==> config.mk <==
export PLATFORM = sky130hd
export DESIGN_NAME = up_down_sequence_monitor
export DESIGN_NICKNAME = d
export VERILOG_FILES = /design/src/rtl/up_down_sequence_monitor_pkg.sv /design/src/rtl/up_down_sequence_monitor_step_classifier.sv /design/src/rtl/up_down_sequence_monitor.sv
export SDC_FILE = /design/constraint.sdc
export NUM_CORES = 1
export LEC_CHECK = 0
export ABC_CLOCK_PERIOD_IN_PS = 5100
export BUFFER_PORTS_ARGS = -buffer_cell sky130_fd_sc_hd__buf_2
export CORE_MARGIN = 8
export CORE_UTILIZATION = 55
export CTS_CLUSTER_SIZE = 24
export DETAILED_ROUTE_END_ITERATION = 8
export GPL_TIMING_DRIVEN = 0
export PLACE_DENSITY = 0.79
export SYNTH_ARGS = -nofsm -noshare
export SYNTH_HDL_FRONTEND = slang
export SYNTH_HIERARCHICAL = 1
export SYNTH_SLANG_ARGS = --single-unit
==> constraint.sdc <==
create_clock -name clk_i -period 5.1 [get_ports clk_i]
set_clock_uncertainty 0.05 [all_clocks]
set_input_delay 1.53 -clock clk_i [delete_from_list [all_inputs] [get_ports clk_i]]
set_output_delay 1.53 -clock clk_i [all_outputs]
set_load 0.02 [all_outputs]
==> src/rtl/up_down_sequence_monitor_pkg.sv <==
// Shared encodings for the up/down sequence monitor: FSM states, step classes
// and the error counter ceiling.
package up_down_sequence_monitor_pkg;

  typedef enum logic [1:0] {
    ST_IDLE = 2'd0,
    ST_ACQ  = 2'd1,
    ST_LOCK = 2'd2
  } state_e;

  typedef enum logic [1:0] {
    STEP_HOLD    = 2'd0,
    STEP_UP      = 2'd1,
    STEP_DOWN    = 2'd2,
    STEP_ILLEGAL = 2'd3
  } step_e;

  localparam logic [7:0] ERR_CNT_MAX = 8'd255;

  function automatic logic [7:0] err_cnt_inc(input logic [7:0] cnt);
    return (cnt == ERR_CNT_MAX) ? cnt : cnt + 8'd1;
  endfunction

endpackage

==> src/rtl/up_down_sequence_monitor_step_classifier.sv <==
// Combinational step classifier: modular delta between consecutive samples
// mapped to HOLD / UP / DOWN / ILLEGAL.
module step_classifier
  import up_down_sequence_monitor_pkg::*;
#(
  parameter int WIDTH = 3
) (
  input  logic [WIDTH-1:0] prev_i,
  input  logic [WIDTH-1:0] q_i,
  output logic [1:0]       class_o
);

  logic [WIDTH-1:0] delta;

  // Modular subtraction makes the wrap cases (max->0, 0->max) fall out as +/-1.
  assign delta = q_i - prev_i;

  always_comb begin
    class_o = STEP_ILLEGAL;
    if (delta == '0) begin
      class_o = STEP_HOLD;
    end else if (delta == WIDTH'(1)) begin
      class_o = STEP_UP;
    end else if (delta == {WIDTH{1'b1}}) begin
      class_o = STEP_DOWN;
    end
  end

endmodule

==> src/rtl/up_down_sequence_monitor.sv <==
// Up/down counter bus monitor: infers direction, locks on a consistent run, counts steps
// and flags illegal jumps. Optional stall detection enabled by MON_STALL_CHECK_EN.
module up_down_sequence_monitor
  import up_down_sequence_monitor_pkg::*;
#(
  parameter int WIDTH       = 3,
  parameter int LOCK_CNT    = 2,
  parameter int STALL_LIMIT = 4
) (
  input  logic             clk_i,
  input  logic             clr_i,
  input  logic             sample_en_i,
  input  logic [WIDTH-1:0] q_in_i,
  output logic             dir_o,
  output logic             locked_o,
  output logic             err_o,
  output logic [7:0]       err_cnt_o,
  output logic [15:0]      step_cnt_o,
  output logic             stall_o
);

  localparam int              RUN_W   = $clog2(LOCK_CNT + 1);
  localparam logic [RUN_W-1:0] RUN_MAX = RUN_W'(LOCK_CNT);

  if (LOCK_CNT < 1 || STALL_LIMIT < 1) begin : g_param_check
    $error("up_down_sequence_monitor: LOCK_CNT and STALL_LIMIT must be >= 1");
  end

  state_e           state_q, state_d;
  logic [WIDTH-1:0] prev_q, prev_d;
  logic [RUN_W-1:0] run_q, run_d;
  logic             dir_q, dir_d;
  logic             locked_q, locked_d;
  logic             err_q, err_d;
  logic [7:0]       err_cnt_q, err_cnt_d;
  logic [15:0]      step_cnt_q, step_cnt_d;

  logic [1:0] cls_raw;
  step_e      cls;
  logic       step_dir;

  step_classifier #(.WIDTH(WIDTH)) u_step_classifier (
    .prev_i  (prev_q),
    .q_i     (q_in_i),
    .class_o (cls_raw)
  );

  assign cls      = step_e'(cls_raw);
  assign step_dir = (cls == STEP_DOWN);

  always_comb begin
    state_d    = state_q;
    prev_d     = prev_q;
    run_d      = run_q;
    dir_d      = dir_q;
    locked_d   = locked_q;
    err_d      = 1'b0;
    err_cnt_d  = err_cnt_q;
    step_cnt_d = step_cnt_q;

    if (sample_en_i) begin
      prev_d = q_in_i;
      case (state_q)
        ST_IDLE: begin
          state_d = ST_ACQ;
          run_d   = '0;
        end
        ST_ACQ, ST_LOCK: begin
          case (cls)
            STEP_ILLEGAL: begin
              err_d     = 1'b1;
              err_cnt_d = err_cnt_inc(err_cnt_q);
              state_d   = ST_ACQ;
              run_d     = '0;
              locked_d  = 1'b0;
            end
            STEP_UP, STEP_DOWN: begin
              step_cnt_d = step_cnt_q + 16'd1;
              if (state_q == ST_LOCK) begin
                // A reversal out of lock is a legal counter behaviour, not an error.
                if (step_dir != dir_q) begin
                  state_d  = ST_ACQ;
                  dir_d    = step_dir;
                  run_d    = RUN_W'(1);
                  locked_d = 1'b0;
                end
              end else begin
                if (run_q == '0 || step_dir == dir_q) begin
                  run_d = (run_q == RUN_MAX) ? RUN_MAX : run_q + RUN_W'(1);
                end else begin
                  run_d = RUN_W'(1);
                end
                dir_d = step_dir;
                if (run_d == RUN_MAX) begin
                  state_d  = ST_LOCK;
                  locked_d = 1'b1;
                end
              end
            end
            default: ;
          endcase
        end
        default: begin
          state_d = ST_IDLE;
        end
      endcase
    end
  end

  always_ff @(posedge clk_i) begin
    if (!clr_i) begin
      state_q    <= ST_IDLE;
      prev_q     <= '0;
      run_q      <= '0;
      dir_q      <= 1'b0;
      locked_q   <= 1'b0;
      err_q      <= 1'b0;
      err_cnt_q  <= '0;
      step_cnt_q <= '0;
    end else begin
      state_q    <= state_d;
      prev_q     <= prev_d;
      run_q      <= run_d;
      dir_q      <= dir_d;
      locked_q   <= locked_d;
      err_q      <= err_d;
      err_cnt_q  <= err_cnt_d;
      step_cnt_q <= step_cnt_d;
    end
  end

  assign dir_o      = dir_q;
  assign locked_o   = locked_q;
  assign err_o      = err_q;
  assign err_cnt_o  = err_cnt_q;
  assign step_cnt_o = step_cnt_q;

`ifdef MON_STALL_CHECK_EN
  localparam int               HOLD_W   = $clog2(STALL_LIMIT + 1);
  localparam logic [HOLD_W-1:0] HOLD_MAX = HOLD_W'(STALL_LIMIT);

  logic [HOLD_W-1:0] hold_cnt_q, hold_cnt_d;
  logic              stall_q, stall_d;

  // The first sample after IDLE has no predecessor, so it never counts as a hold.
  always_comb begin
    hold_cnt_d = hold_cnt_q;
    stall_d    = stall_q;
    if (sample_en_i) begin
      if (state_q != ST_IDLE && cls == STEP_HOLD) begin
        hold_cnt_d = (hold_cnt_q == HOLD_MAX) ? HOLD_MAX : hold_cnt_q + HOLD_W'(1);
      end else begin
        hold_cnt_d = '0;
      end
      stall_d = (hold_cnt_d == HOLD_MAX);
    end
  end

  always_ff @(posedge clk_i) begin
    if (!clr_i) begin
      hold_cnt_q <= '0;
      stall_q    <= 1'b0;
    end else begin
      hold_cnt_q <= hold_cnt_d;
      stall_q    <= stall_d;
    end
  end

  assign stall_o = stall_q;
`else
  assign stall_o = 1'b0;
`endif

endmodule
### Word level (Yosys, flattened, before mapping)

Index checks and enable logic that the tools add are counted.

| cells by class | value |
|---|---|
| mux-type cells | 24 |
| bitwise logic cells | 1 |
| $add $sub $neg | 4 |
| equal/unequal tests | 18 |
| reductions and logical operators | 15 |

Operators with widths:

| kind | number |
|---|---|
| 2-to-1 mux 2 bit | 12 |
| adder 16 x 1 -> 16 bit, second input constant | 1 |
| case mux 2 bit (2 select lines) | 4 |
| AND reduction 4 bit | 4 |
| == test 2 bit, second input constant | 5 |
| adder 8 x 1 -> 8 bit, second input constant | 1 |
| == test 8 bit, second input constant | 1 |
| != test 4 bit, second input constant | 2 |
| 2-to-1 mux 1 bit | 7 |
| != test 3 bit, second input constant | 2 |
| AND reduction 3 bit | 2 |
| AND reduction 5 bit | 1 |
| == test 2 x 1 -> 1 bit, second input constant | 2 |
| zero test 2 bit | 2 |
| nonzero test 2 bit | 2 |
| OR reduction 2 bit | 2 |
| == test 3 x 1 -> 1 bit, second input constant | 1 |
| == test 3 bit, second input constant | 1 |
| zero test 3 bit | 1 |
| != test 3 x 2 -> 1 bit, second input constant | 1 |
| subtractor 3 bit | 1 |
| adder 2 x 1 -> 2 bit, second input constant | 1 |
| != test 2 x 1 -> 1 bit, second input constant | 1 |
| case mux 1 bit (2 select lines) | 1 |
| other kinds (4) | 4 |

| storage, ports and cells | value |
|---|---|
| flip-flop bits (word level) | 34 |

### Longest topological paths before layout

Gate-level depths: netlist (run 1).

| logic depth | value |
|---|---|
| depth after elaboration | 18 |
| gate-level depth with buffers | 13 |

### Modules after synthesis

The synthesis (run 1) kept the hierarchy.

Modules (own cells, without submodules):

| module | seq. area each (um^2) | times used | cells an instance | area each (um^2) |
|---|---|---|---|---|
| up_down_sequence_monitor | 680.7 | 1 | 195 | 1745.4 |
| step_classifier | 0.0 | 1 | 9 | 86.3 |

### Worst setup path before layout (run 1)

OpenSTA, ideal clock, no wires.

| path | value |
|---|---|
| path kind | input to register |
| start point | input q_in_i[0] |
| end point | register step_cnt_q[15], in the netlist step_cnt_o[15] |
| path slack | 0.742 ns |
| data required time | 4.980 ns |
| arrival | 4.238 ns |
| setup time | 0.070 ns |
| stages | 13 |
| buffers on the path | 2 |
| cells stage by stage | inv_1 ha_1 fa_1 xnor3_1 mux2i_1 inv_1 ha_1 buf_6 nand3_4 or2_1 buf_6 or4_1 a21oi_1 |

| on the way | value |
|---|---|
| longest elaborated chain between the ends | 8 |

RTL lines:

| what | line | RTL |
|---|---|---|
| start: declaration | up_down_sequence_monitor.sv:13 | `input logic [WIDTH-1:0] q_in_i,` |
| subtractor 3 bit (*) | up_down_sequence_monitor_step_classifier.sv:16 | `assign delta = q_i - prev_i;` |
| == test 3 bit | up_down_sequence_monitor_step_classifier.sv:24 | `end else if (delta == {WIDTH{1'b1}}) begin` |
| 2-to-1 mux 1 bit | up_down_sequence_monitor_step_classifier.sv:24 |  |
| 2-to-1 mux 2 bit | up_down_sequence_monitor_step_classifier.sv:22 | `end else if (delta == WIDTH'(1)) begin` |
| 2-to-1 mux 2 bit (*) | up_down_sequence_monitor_step_classifier.sv:20 | `if (delta == '0) begin` |
| net cls[0] | up_down_sequence_monitor.sv:39 | `step_e cls;` |
| == test 2 bit / == test 2 x 1 -> 1 bit (equally long branches) | up_down_sequence_monitor.sv:69 | `case (cls)` |
| OR reduction 2 bit (*) | up_down_sequence_monitor.sv:69 |  |
| AND reduction 3 bit (no source line) (*) | - |  |
| end signal: assignment | up_down_sequence_monitor.sv:128 | `step_cnt_q <= step_cnt_d;` |
| end: declaration | up_down_sequence_monitor.sv:36 | `logic [15:0] step_cnt_q, step_cnt_d;` |

Mark *: on every way through the listed nets, which the timed path passes. The rest lies on a longest branch.
A chain may end at the register's enable or synchronous reset.

### Worst setup path after layout (run 1)

Same ends and word-level chain as after synthesis.

==> results_dict.tcl, run 1 <==
set metrics [dict create \
    status "finished clean" \
    viasPerCell 5.43 \
    wire_per_inst_um 13.1 \
    io_buffers 31 \
    synth_top_family_by_area "simple AND/OR/NAND/NOR gates" \
    synth_area_leaders "dfxtp_1 (37%), ha_1 (6.8%), mux2i_1 (5.5%), nor2_1 (4.5%), xor2_1 (3.3%)" \
    cts_buffers 5 \
    fillerInstances 320 \
    die_w_um 73.7 \
    crit_buf_inv 5 \
    crit_path_max_incr_delay_ns 0.46 \
    syn_area_per_cell_um2 8.98 \
    num_rows 21 \
    grt_pass1_wl_um 6260 \
    drt_iter0_drc 56 \
    power_leakage_uw 0.000944 \
    synth_seq_cells 34 \
    worstSetupPathDepth 14 \
    track_usage_pct 14.5 \
    die_h_um 73.7 \
    synth_edf_count 0 \
    fin_area_um2 2110 \
    start_kind "input port" \
    cts.path.max_buffers 2 \
    place_hpwl_um 2840 \
    finalSetupViolCount 0 \
    ctsHoldBuffers 0 \
    insertion_delay_ns 0.34 \
    power_uw 554 \
    fmax_mhz 232 \
    vias 1569 \
    dpl_cell_area_um2 2040 \
    yosysUniqueCellTypes 44 \
    drtPass1Iterations 4 \
    hold_depth 2 \
    final_cells 289 \
    synth_mux_area_share_pct 5.46 \
    gp_congestion 0.888 \
    routed_wl_um 3800 \
    yosys.area_share.simple_pct 24.5 \
    core_um2 3260 \
    fin_tns_setup_ns 0 \
    critical_path.max_fanout 9 \
    slew_viol_final 0 \
    synth.top_cell.area_share_pct 37.2 \
    grt_pass1_vias 1539 \
    relSlewSlack_pct 57.7 \
    grt_setup_unrepaired "no" \
    yosysTopAreaCell "dfxtp_1" \
    min_period_ns 4.30 \
    ctsHtreeMaxLevel 2 \
    antenna_found_initial 0 \
    synth-xor-area-share_pct 6.97 \
    finalCritPeriodShare_pct 84.4 \
    tightest_slew_ns 0.626 \
    power_density_nw_per_um2 263 \
    cts_setup_buffers 0 \
    cp.required_ns 5.33 \
    cts_resized 0 \
    die-area_um2 5430 \
    cts.sinks 34 \
    nNetsFinal 259 \
    crit_path_top_delay_cell "or4_1" \
    root_buffer "clkbuf_4" \
    cts_tree "built" \
    critPathTopFamily "adder cells" \
    async_flop_share_pct 0 \
    synth_area_um2 1830 \
    ant_nets 0 \
    drive_gt1_share_pct 22.2 \
    hold_viol 0 \
    drc_errors 0 \
    worstRegToRegCells 12 \
    antennaDiodeCount 0 \
    dp.cells 281 \
    grt_max_degree 12 \
    cp.arrival_ns 4.53 \
    hp-class "flip-flop to flip-flop" \
    num_io_pins 34 \
    crit_chain "buf_2, inv_1, ha_1, fa_1, xnor3_1, mux2i_1, inv_1, ha_1, buf_6, nand3_4, or2_1, buf_6, or4_1, a21oi_1" \
    yosys_warnings 6 \
    crit_type "input port to flip-flop" \
    ys_seq_area_share_pct 37.2 \
    synthAdderAreaFrac_pct 7.92 \
    clk_pin_slew_ns 0.11 \
    synth_nets 221 \
    endpoint_kind "flip-flop" \
    initial_core_util_pct 56.2 \
    synth_compound_area_share_pct 11.3 \
    ir_worst_vdd_mv 0.185 \
    synth_flop_cell "dfxtp_1" \
    synthCells 204 \
    overflow 0 \
    area_growth_pct 15.1 \
    drv_cap 0 \
]
[final cells by class]
class	count	area (um2)	area share, %
buffer	10	73.8	3.50
clock buffer	6	51.3	2.43
clock inverter	2	12.5	0.593
inverter	12	45.0	2.14
multi-input combinational	148	1030	49.0
sequential	34	681	32.3
tap	46	57.6	2.73
timing repair buffer	31	155	7.36
[through the flow]
step / worst slack (ns) / hold WS [ns] / util (%)
floorplan: 0.742 / 0.405 / -
global placement: 0.500 / 0.410 / 62.7
detailed placement: 0.416 / 0.428 / 62.7
CTS: 0.761 / 0.444 / 64.7
global route: 0.632 / 0.468 / 64.7
finish: 0.795 / 0.438 / 64.7
[metal layers]
metal  GRT usage (%)  routed length, um  up-vias
met5               0                  0        -
met4            5.99                 59        0
met3            4.64                228        7
met2            26.2               1820       33
met1            15.0               1690      735
li1                -                  -      794
[kinds of logic after synthesis]
| family | Yosys count |
|---|---|
| compound gates | 32 |
| other cells | 1 |
| flops | 34 |
| simple gates | 81 |
| xor+xnor | 13 |
| mux | 10 |
| buf+inv | 22 |
| fa+ha+maj | 11 |
[placed cells by master, fill, tap and decap left out, types with 3 or more instances in the layout]
master    Yosys  routed
a21oi_1      12      12
buf_2         2      33
buf_6         4       4
clkbuf_1      3       3
clkbuf_4      0       5
dfxtp_1      34      34
ha_1         10      10
inv_1        12      12
mux2i_1      10      10
nand2_1      12      12
nand3_1      11      11
nand4_1       7       7
nor2_1       22      22
nor3_1        3       3
o21ai_0       7       7
o31ai_1       3       3
or3_1         6       6
or4_1         3       3
xnor2_1       5       5
xor2_1        7       7
[worst paths after layout]
| path | slack, ns | start | endpoint |
|---|---|---|---|
| max | 0.80 | q_in_i[0] | step_cnt_o[15] |
| min | 0.44 | step_cnt_o[15] | step_cnt_o[15] |
| max reg2reg | 1.76 | prev_q[0] | step_cnt_o[15] |
| min reg2reg | 0.44 | step_cnt_o[15] | step_cnt_o[15] |
[flip-flops by register name (all words and copies together) (netlist names)]
register / flops
locked_o: 1
run_q: 2
err_o: 1
state_q: 2
dir_o: 1
prev_q: 3
step_cnt_o: 16
err_cnt_o: 8
[worst min-delay path: cells and delay by family, from the launching register on]
kind,cells,cell delay [ns]
AOI/OAI and AO/OA,2,0.12
DFF,1,0.34
[Yosys cell counts, types with 2 or more instances]
master    count
or3_2         2
inv_1        12
and3_1        2
a21oi_1      12
or3_1         6
nand3_1      11
o21ai_0       7
buf_2         2
o31ai_1       3
nand4_1       7
nor2_1       22
a311oi_1      2
xnor2_1       5
dfxtp_1      34
clkbuf_1      3
a31o_2        2
xor2_1        7
ha_1         10
nor3_1        3
or4_1         3
o211a_1       2
mux2i_1      10
nand2_1      12
nand3_4       2
buf_6         4
[report_power, final]
group	total, uW	internal, uW	switching, uW
logic	114	47.8	66.3
registers	279	273	6.63
clock network	160	66.3	93.8
total	554	387	167
Power figures use the tool's default switching activity.
==> inputs of run 2 (changes only) <==
- ABC_AREA: not set -> 1
- ABC_CLOCK_PERIOD_IN_PS: 5100 -> 3900
- CORE_UTILIZATION: 55 -> 50
- PLACE_DENSITY: 0.79 -> 0.75
- clock period: 5.1 -> 3.9 ns (I/O delays scaled with it)
==> results_dict.tcl, run 2 <==
set metrics [dict create \
    cp.required_ns 4.02 \
    cts_buffers 5 \
    fin_area_um2 2270 \
    hp-start "locked_o" \
    grt_pass1_wl_um 7550 \
    min_period_ns 3.39 \
    slew_viol_final 0 \
    worstRegToRegCells 14 \
    vias 1906 \
    drive_gt1_share_pct 14.7 \
    yosys.cell_count.top_type "nand2_1" \
    root_buffer "clkbuf_8" \
    grt_pass1_vias 1785 \
    p_int_uw 579 \
    cts.sinks 34 \
    gp_congestion 0.814 \
    drc_errors 0 \
    endpoint_kind "flip-flop" \
    r2r_end "step_cnt_o[9]" \
    final_cell_mix "nand2_1 (83), inv_1 (45), nor2_1 (41)" \
    drtPass1Iterations 4 \
    ir_worst_vdd_mv 0.237 \
    viasPerCell 4.90 \
    clkPwrFrac_pct 27.7 \
    relSlewSlack_pct 66.6 \
    critical_path.max_fanout 5 \
    ctsHoldBuffers 0 \
    yosys_warnings 6 \
    yosysTopAreaCell "dfxtp_1" \
    grt_setup_unrepaired "no" \
    synth_edf_count 0 \
    drt_iter0_drc 120 \
    mostFrequentLayoutCell "nand2_1" \
    synth_common_cells "nand2_1 (83), inv_1 (45), nor2_1 (41), dfxtp_1 (34), a21oi_1 (18)" \
    seqPwrFrac_pct 44.0 \
    power_density_nw_per_um2 384 \
    num_io_pins 34 \
    antenna_found_initial 0 \
    comb_power_share_pct 28.3 \
    num_rows 23 \
    die_w_um 78.9 \
    post-place-ws_ns 0.198 \
    synth_area_um2 1980 \
    synthCells 301 \
    largest_reg_flops 16 \
    dpl_cell_area_um2 2200 \
    critPathLaunch "q_in_i[0]" \
    setup_slack_ns 0.507 \
    hold_ws_ns 0.419 \
    cp.arrival_ns 3.52 \
    holdPathEnd "locked_o" \
    finalCritPeriodShare_pct 87.0 \
    track_usage_pct 14.5 \
    crit_type "input port to flip-flop" \
    fin_tns_setup_ns 0 \
    cts.path.max_buffers 2 \
    rrSetupSlack_ns 1.19 \
    ys_seq_area_share_pct 34.4 \
    ctsHtreeMaxLevel 2 \
    initial_core_util_pct 50.6 \
    ant_nets 0 \
    crit_path_top_delay_cell "fa_1" \
    crit_chain "buf_2, inv_1, ha_1, fa_1, or2_1, nand3_1, nand2_1, inv_1, ha_1, nand3_2, nor2_1, nand2_2, nor2_4, nand2_1, nor2_1, nor2_1" \
    area_growth_pct 14.9 \
    antennaDiodeCount 0 \
    start_kind "input port" \
    yosysUniqueCellTypes 27 \
    overflow 0 \
    status "finished clean" \
    cp_common_cell "nor2_1" \
    die-area_um2 6230 \
    io_buffers 31 \
    hp-class "flip-flop to flip-flop" \
    hold_viol 0 \
    place_hpwl_um 3290 \
    timing.rr.start "prev_q[0]" \
    synth_seq_cells 34 \
    clk_pin_slew_ns 0.07 \
    drv_cap 0 \
    nNetsFinal 356 \
    wire_per_inst_um 11.0 \
    hold_depth 2 \
    cts_tree "built" \
    power.share.switching_pct 33.7 \
    cts_setup_buffers 0 \
    cts_resized 0 \
    async_flop_share_pct 0 \
    fmax_mhz 295 \
    syn_area_per_cell_um2 6.58 \
    synth_area_leaders "dfxtp_1 (34%), nand2_1 (16%), inv_1 (8.5%), nor2_1 (7.8%), ha_1 (6.3%)" \
    crit_path_max_incr_delay_ns 0.52 \
    grt_max_degree 11 \
    core_um2 3910 \
    routed_wl_um 4290 \
    synth.top_cell.area_share_pct 34.4 \
    die_h_um 78.9 \
    p_sw_uw 294 \
    tightest_slew_ns 0.501 \
    synth_flop_cell "dfxtp_1" \
    insertion_delay_ns 0.28 \
    power_leakage_uw 0.00114 \
    finalSetupViolCount 0 \
    synth_nets 318 \
]
run 2: worst max-delay path by stage:
stage / end / slack [ns]
CTS: step_cnt_o[13] / 0.49
floorplan: step_cnt_o[10] / 0.53
global placement: step_cnt_o[13] / 0.24
global route: step_cnt_o[13] / 0.25
finish: step_cnt_o[9] / 0.51
detailed placement: step_cnt_o[13] / 0.20
run 2: per-stage QoR:
step	cells	power [uW]	util, %
floorplan	301	583	-
global placement	382	631	56.1
detailed placement	382	640	56.1
CTS	389	881	58.1
global route	389	942	58.1
finish	389	873	58.1
run 2: power groups by stage:
stage	Sequential (uW)	Clock [uW]	Combinational [uW]
6_report	384	241	247
5_1_grt	386	266	290
4_1_cts	384	248	249
3_5_place_dp	392	0	248
3_3_place_gp	391	0	240
2_1_floorplan	402	0	180
run 2: layout make-up:
class                      count  area (um2)
fill                         397        1640
multi-input combinational    215        1080
sequential                    34         681
inverter                      46         173
timing repair buffer          31         155
clock buffer                   7        76.3
tap                           50        62.6
buffer                         6        41.3
run 2: worst max-delay path, delay by kind of cell:
kind / cells / cell delay (ns)
adders and majority gates: 3 / 1.05
and+or+nand+nor: 10 / 1.12
buffers and inverters: 3 / 0.19
run 2: kinds of logic (layout without fill, tap and decap cells):
logic type / count (synthesis) / after routing / synth area share (%)
and+or+nand+nor: 162 / 162 / 35.6
buffers and inverters: 52 / 90 / 10.8
other: 1 / 1 / 0.189
DFF: 34 / 34 / 34.4
AOI/OAI and AO/OA: 35 / 35 / 9.04
xor gates and xnor gates: 6 / 6 / 2.65
adders and majority gates: 11 / 11 / 7.33
run 2: per-layer routing:
metal	GRT usage, %	vias to the layer above	share of wire, %
met5	0	-	0
met4	4.07	0	0.79
met3	4.40	5	5.8
met2	23.9	39	45
met1	17.9	854	49
li1	-	1008	-
==> inputs of run 3 (changes only) <==
--- a/config.mk
+++ b/config.mk
@@ -18,3 +18,2 @@
 export SYNTH_HDL_FRONTEND = slang
-export SYNTH_HIERARCHICAL = 1
 export SYNTH_SLANG_ARGS = --single-unit
==> constraint.sdc (replaced) <==
create_clock -name clk_i -period 3.9 [get_ports clk_i]
set_clock_uncertainty 0.05 [all_clocks]
set_input_delay 0.39 -clock clk_i [delete_from_list [all_inputs] [get_ports clk_i]]
set_output_delay 0.39 -clock clk_i [all_outputs]
set_load 0.02 [all_outputs]
==> results_dict.tcl, run 3 <==
set metrics [dict create \
    mostFrequentLayoutCell "nand2_1" \
    largest_reg_flops 16 \
    seqPwrFrac_pct 46.1 \
    crit_chain "ha_1, fa_1, xor2_1, inv_1, nor2_1, inv_1, ha_1, nand2_1, nor2_4, buf_6, nand3_4, nor2_4, inv_1, o21ai_0, a21oi_1" \
    ir_worst_vdd_mv 0.248 \
    grt_pass1_vias 1722 \
    crit_type "flip-flop to flip-flop" \
    antennaDiodeCount 0 \
    nNetsFinal 332 \
    yosys_warnings 0 \
    ctsHtreeMaxLevel 2 \
    cts.path.max_buffers 2 \
    cp_common_cell "inv_1" \
    io_buffers 32 \
    ys_seq_area_share_pct 35.7 \
    clk_pin_slew_ns 0.07 \
    drtPass1Iterations 5 \
    synth_nets 293 \
    cp.arrival_ns 2.90 \
    drv_cap 0 \
    insertion_delay_ns 0.29 \
    area_growth_pct 15.7 \
    synth_seq_cells 34 \
    ant_nets 0 \
    synth_edf_count 0 \
    power.share.switching_pct 32.8 \
    p_sw_uw 270 \
    antenna_found_initial 0 \
    wire_per_inst_um 11.0 \
    synth_common_cells "nand2_1 (61), inv_1 (40), nor2_1 (35), dfxtp_1 (34), a21oi_1 (22)" \
    status "finished clean" \
    num_io_pins 34 \
    yosys.cell_count.top_type "nand2_1" \
    track_usage_pct 14.3 \
    die_w_um 77.8 \
    fmax_mhz 361 \
    root_buffer "clkbuf_8" \
    slew_viol_final 0 \
    crit_path_top_delay_cell "fa_1" \
    hp-class "input port to flip-flop" \
    overflow 0 \
    die-area_um2 6050 \
    crit_path_max_incr_delay_ns 0.38 \
    grt_pass1_wl_um 7450 \
    cts_resized 0 \
    start_kind "flip-flop" \
    comb_power_share_pct 24.7 \
    fin_tns_setup_ns 0 \
    cp.required_ns 4.03 \
    synth.top_cell.area_share_pct 35.7 \
    hold_viol 0 \
    viasPerCell 4.86 \
    synth_flop_cell "dfxtp_1" \
    synthCells 275 \
    routed_wl_um 3980 \
    drt_iter0_drc 104 \
    grt_setup_unrepaired "no" \
    drc_errors 0 \
    syn_area_per_cell_um2 6.93 \
    cts.sinks 34 \
    finalCritPeriodShare_pct 70.9 \
    power_density_nw_per_um2 374 \
    cts_buffers 5 \
    yosysUniqueCellTypes 29 \
    critical_path.max_fanout 10 \
    yosysTopAreaCell "dfxtp_1" \
    gp_congestion 0.835 \
    drive_gt1_share_pct 15.9 \
    die_h_um 77.8 \
    finalSetupViolCount 0 \
    grt_max_degree 11 \
    num_rows 22 \
    synth_area_um2 1910 \
    vias 1760 \
    synth_area_leaders "dfxtp_1 (36%), nand2_1 (12%), inv_1 (7.9%), ha_1 (7.2%), nor2_1 (6.9%)" \
    final_cell_mix "nand2_1 (61), inv_1 (40), nor2_1 (35)" \
    cts_setup_buffers 0 \
    async_flop_share_pct 0 \
    fillerInstances 346 \
    ctsHoldBuffers 0 \
    p_int_uw 555 \
    initial_core_util_pct 52.1 \
    critPathTopFamily "adder cells" \
    endpoint_kind "flip-flop" \
    place_hpwl_um 3110 \
    min_period_ns 2.77 \
    clkPwrFrac_pct 29.3 \
    cts_tree "built" \
    power_leakage_uw 0.00104 \
    core_um2 3660 \
    power_uw 825 \
    crit_buf_inv 4 \
]
[run 3: cell count changes after synthesis, moves of 3 or more]
cell	previous run	this run
nand2_1	83	61
a21oi_1	18	22
nand3_2	4	0
inv_1	45	40
nor3_1	6	9
nor2_1	41	35
[run 3: through the flow]
stage / hold WS [ns] / cells / cell area, um2 / worst slack (ns) / utilization, %
2_1_floorplan: 0.395 / 275 / 1910 / 1.25 / -
3_3_place_gp: 0.405 / 355 / 2130 / 0.936 / 58.1
3_5_place_dp: 0.411 / 355 / 2130 / 0.917 / 58.1
4_1_cts: 0.318 / 362 / 2210 / 1.12 / 60.3
5_1_grt: 0.340 / 362 / 2210 / 0.875 / 60.3
6_report: 0.321 / 362 / 2210 / 1.13 / 60.3
[run 3: path summary, 6_finish.rpt]
| check | from | end | slack (ns) | cells after the start |
|---|---|---|---|---|
| max | prev_q[0] | step_cnt_o[8] | 1.13 | 15 |
| min reg2reg | run_q[0] | run_q[0] | 0.42 | 2 |
| min | q_in_i[0] | prev_q[0] | 0.32 | 3 |
| max reg2reg | prev_q[0] | step_cnt_o[8] | 1.13 | 15 |
[run 3: worst reg2reg max path: stages, from the launching register on]
cell and delay [ns]:
dfxtp_1 0.32, ha_1 0.19, fa_1 0.38, xor2_1 0.20
inv_1 0.07, nor2_1 0.13, inv_1 0.08, ha_1 0.33
nand2_1 0.14, nor2_4 0.12, buf_6 0.15, nand3_4 0.09
nor2_4 0.14, inv_1 0.08, o21ai_0 0.14, a21oi_1 0.06
[run 3: cells by family after synthesis]
kind of cell	after synthesis	synth area share [%]
XOR/XNOR	8	3.67
flip-flops	34	35.7
adder cells (fa/ha/maj)	12	8.27
other	1	0.197
buffers and inverters	47	9.84
AND/OR/NAND/NOR	137	32.8
AO/OA/AOI/OAI	36	9.51
[run 3: routing by layer]
| layer | up-vias | part of all wire [%] | global-route usage (%) |
|---|---|---|---|
| met5 | - | 0 | 0 |
| met2 | 32 | 48 | 24.9 |
| met1 | 773 | 45 | 16.3 |
| met4 | 0 | 1.3 | 5.47 |
| met3 | 5 | 5.3 | 3.80 |
| li1 | 950 | - | - |
[run 3: power groups by stage]
stage / registers [uW] / clock network, uW / logic (uW)
2_1_floorplan: 399 / 0 / 144
3_5_place_dp: 387 / 0 / 204
4_1_cts: 380 / 244 / 206
5_1_grt: 383 / 260 / 237
6_report: 380 / 241 / 204
3_3_place_gp: 387 / 0 / 202
[run 3: area by class of cell]
type | count | area [um2] | area share [%]
plain buffers | 4 | 26.3 | 1.19
clock buffers | 5 | 68.8 | 3.12
clock inverters | 2 | 10.0 | 0.454
inverters | 43 | 161 | 7.32
multi-input cells | 194 | 1040 | 47.1
flip-flops and latches | 34 | 681 | 30.9
well taps | 48 | 60.1 | 2.72
repair buffers | 32 | 160 | 7.26
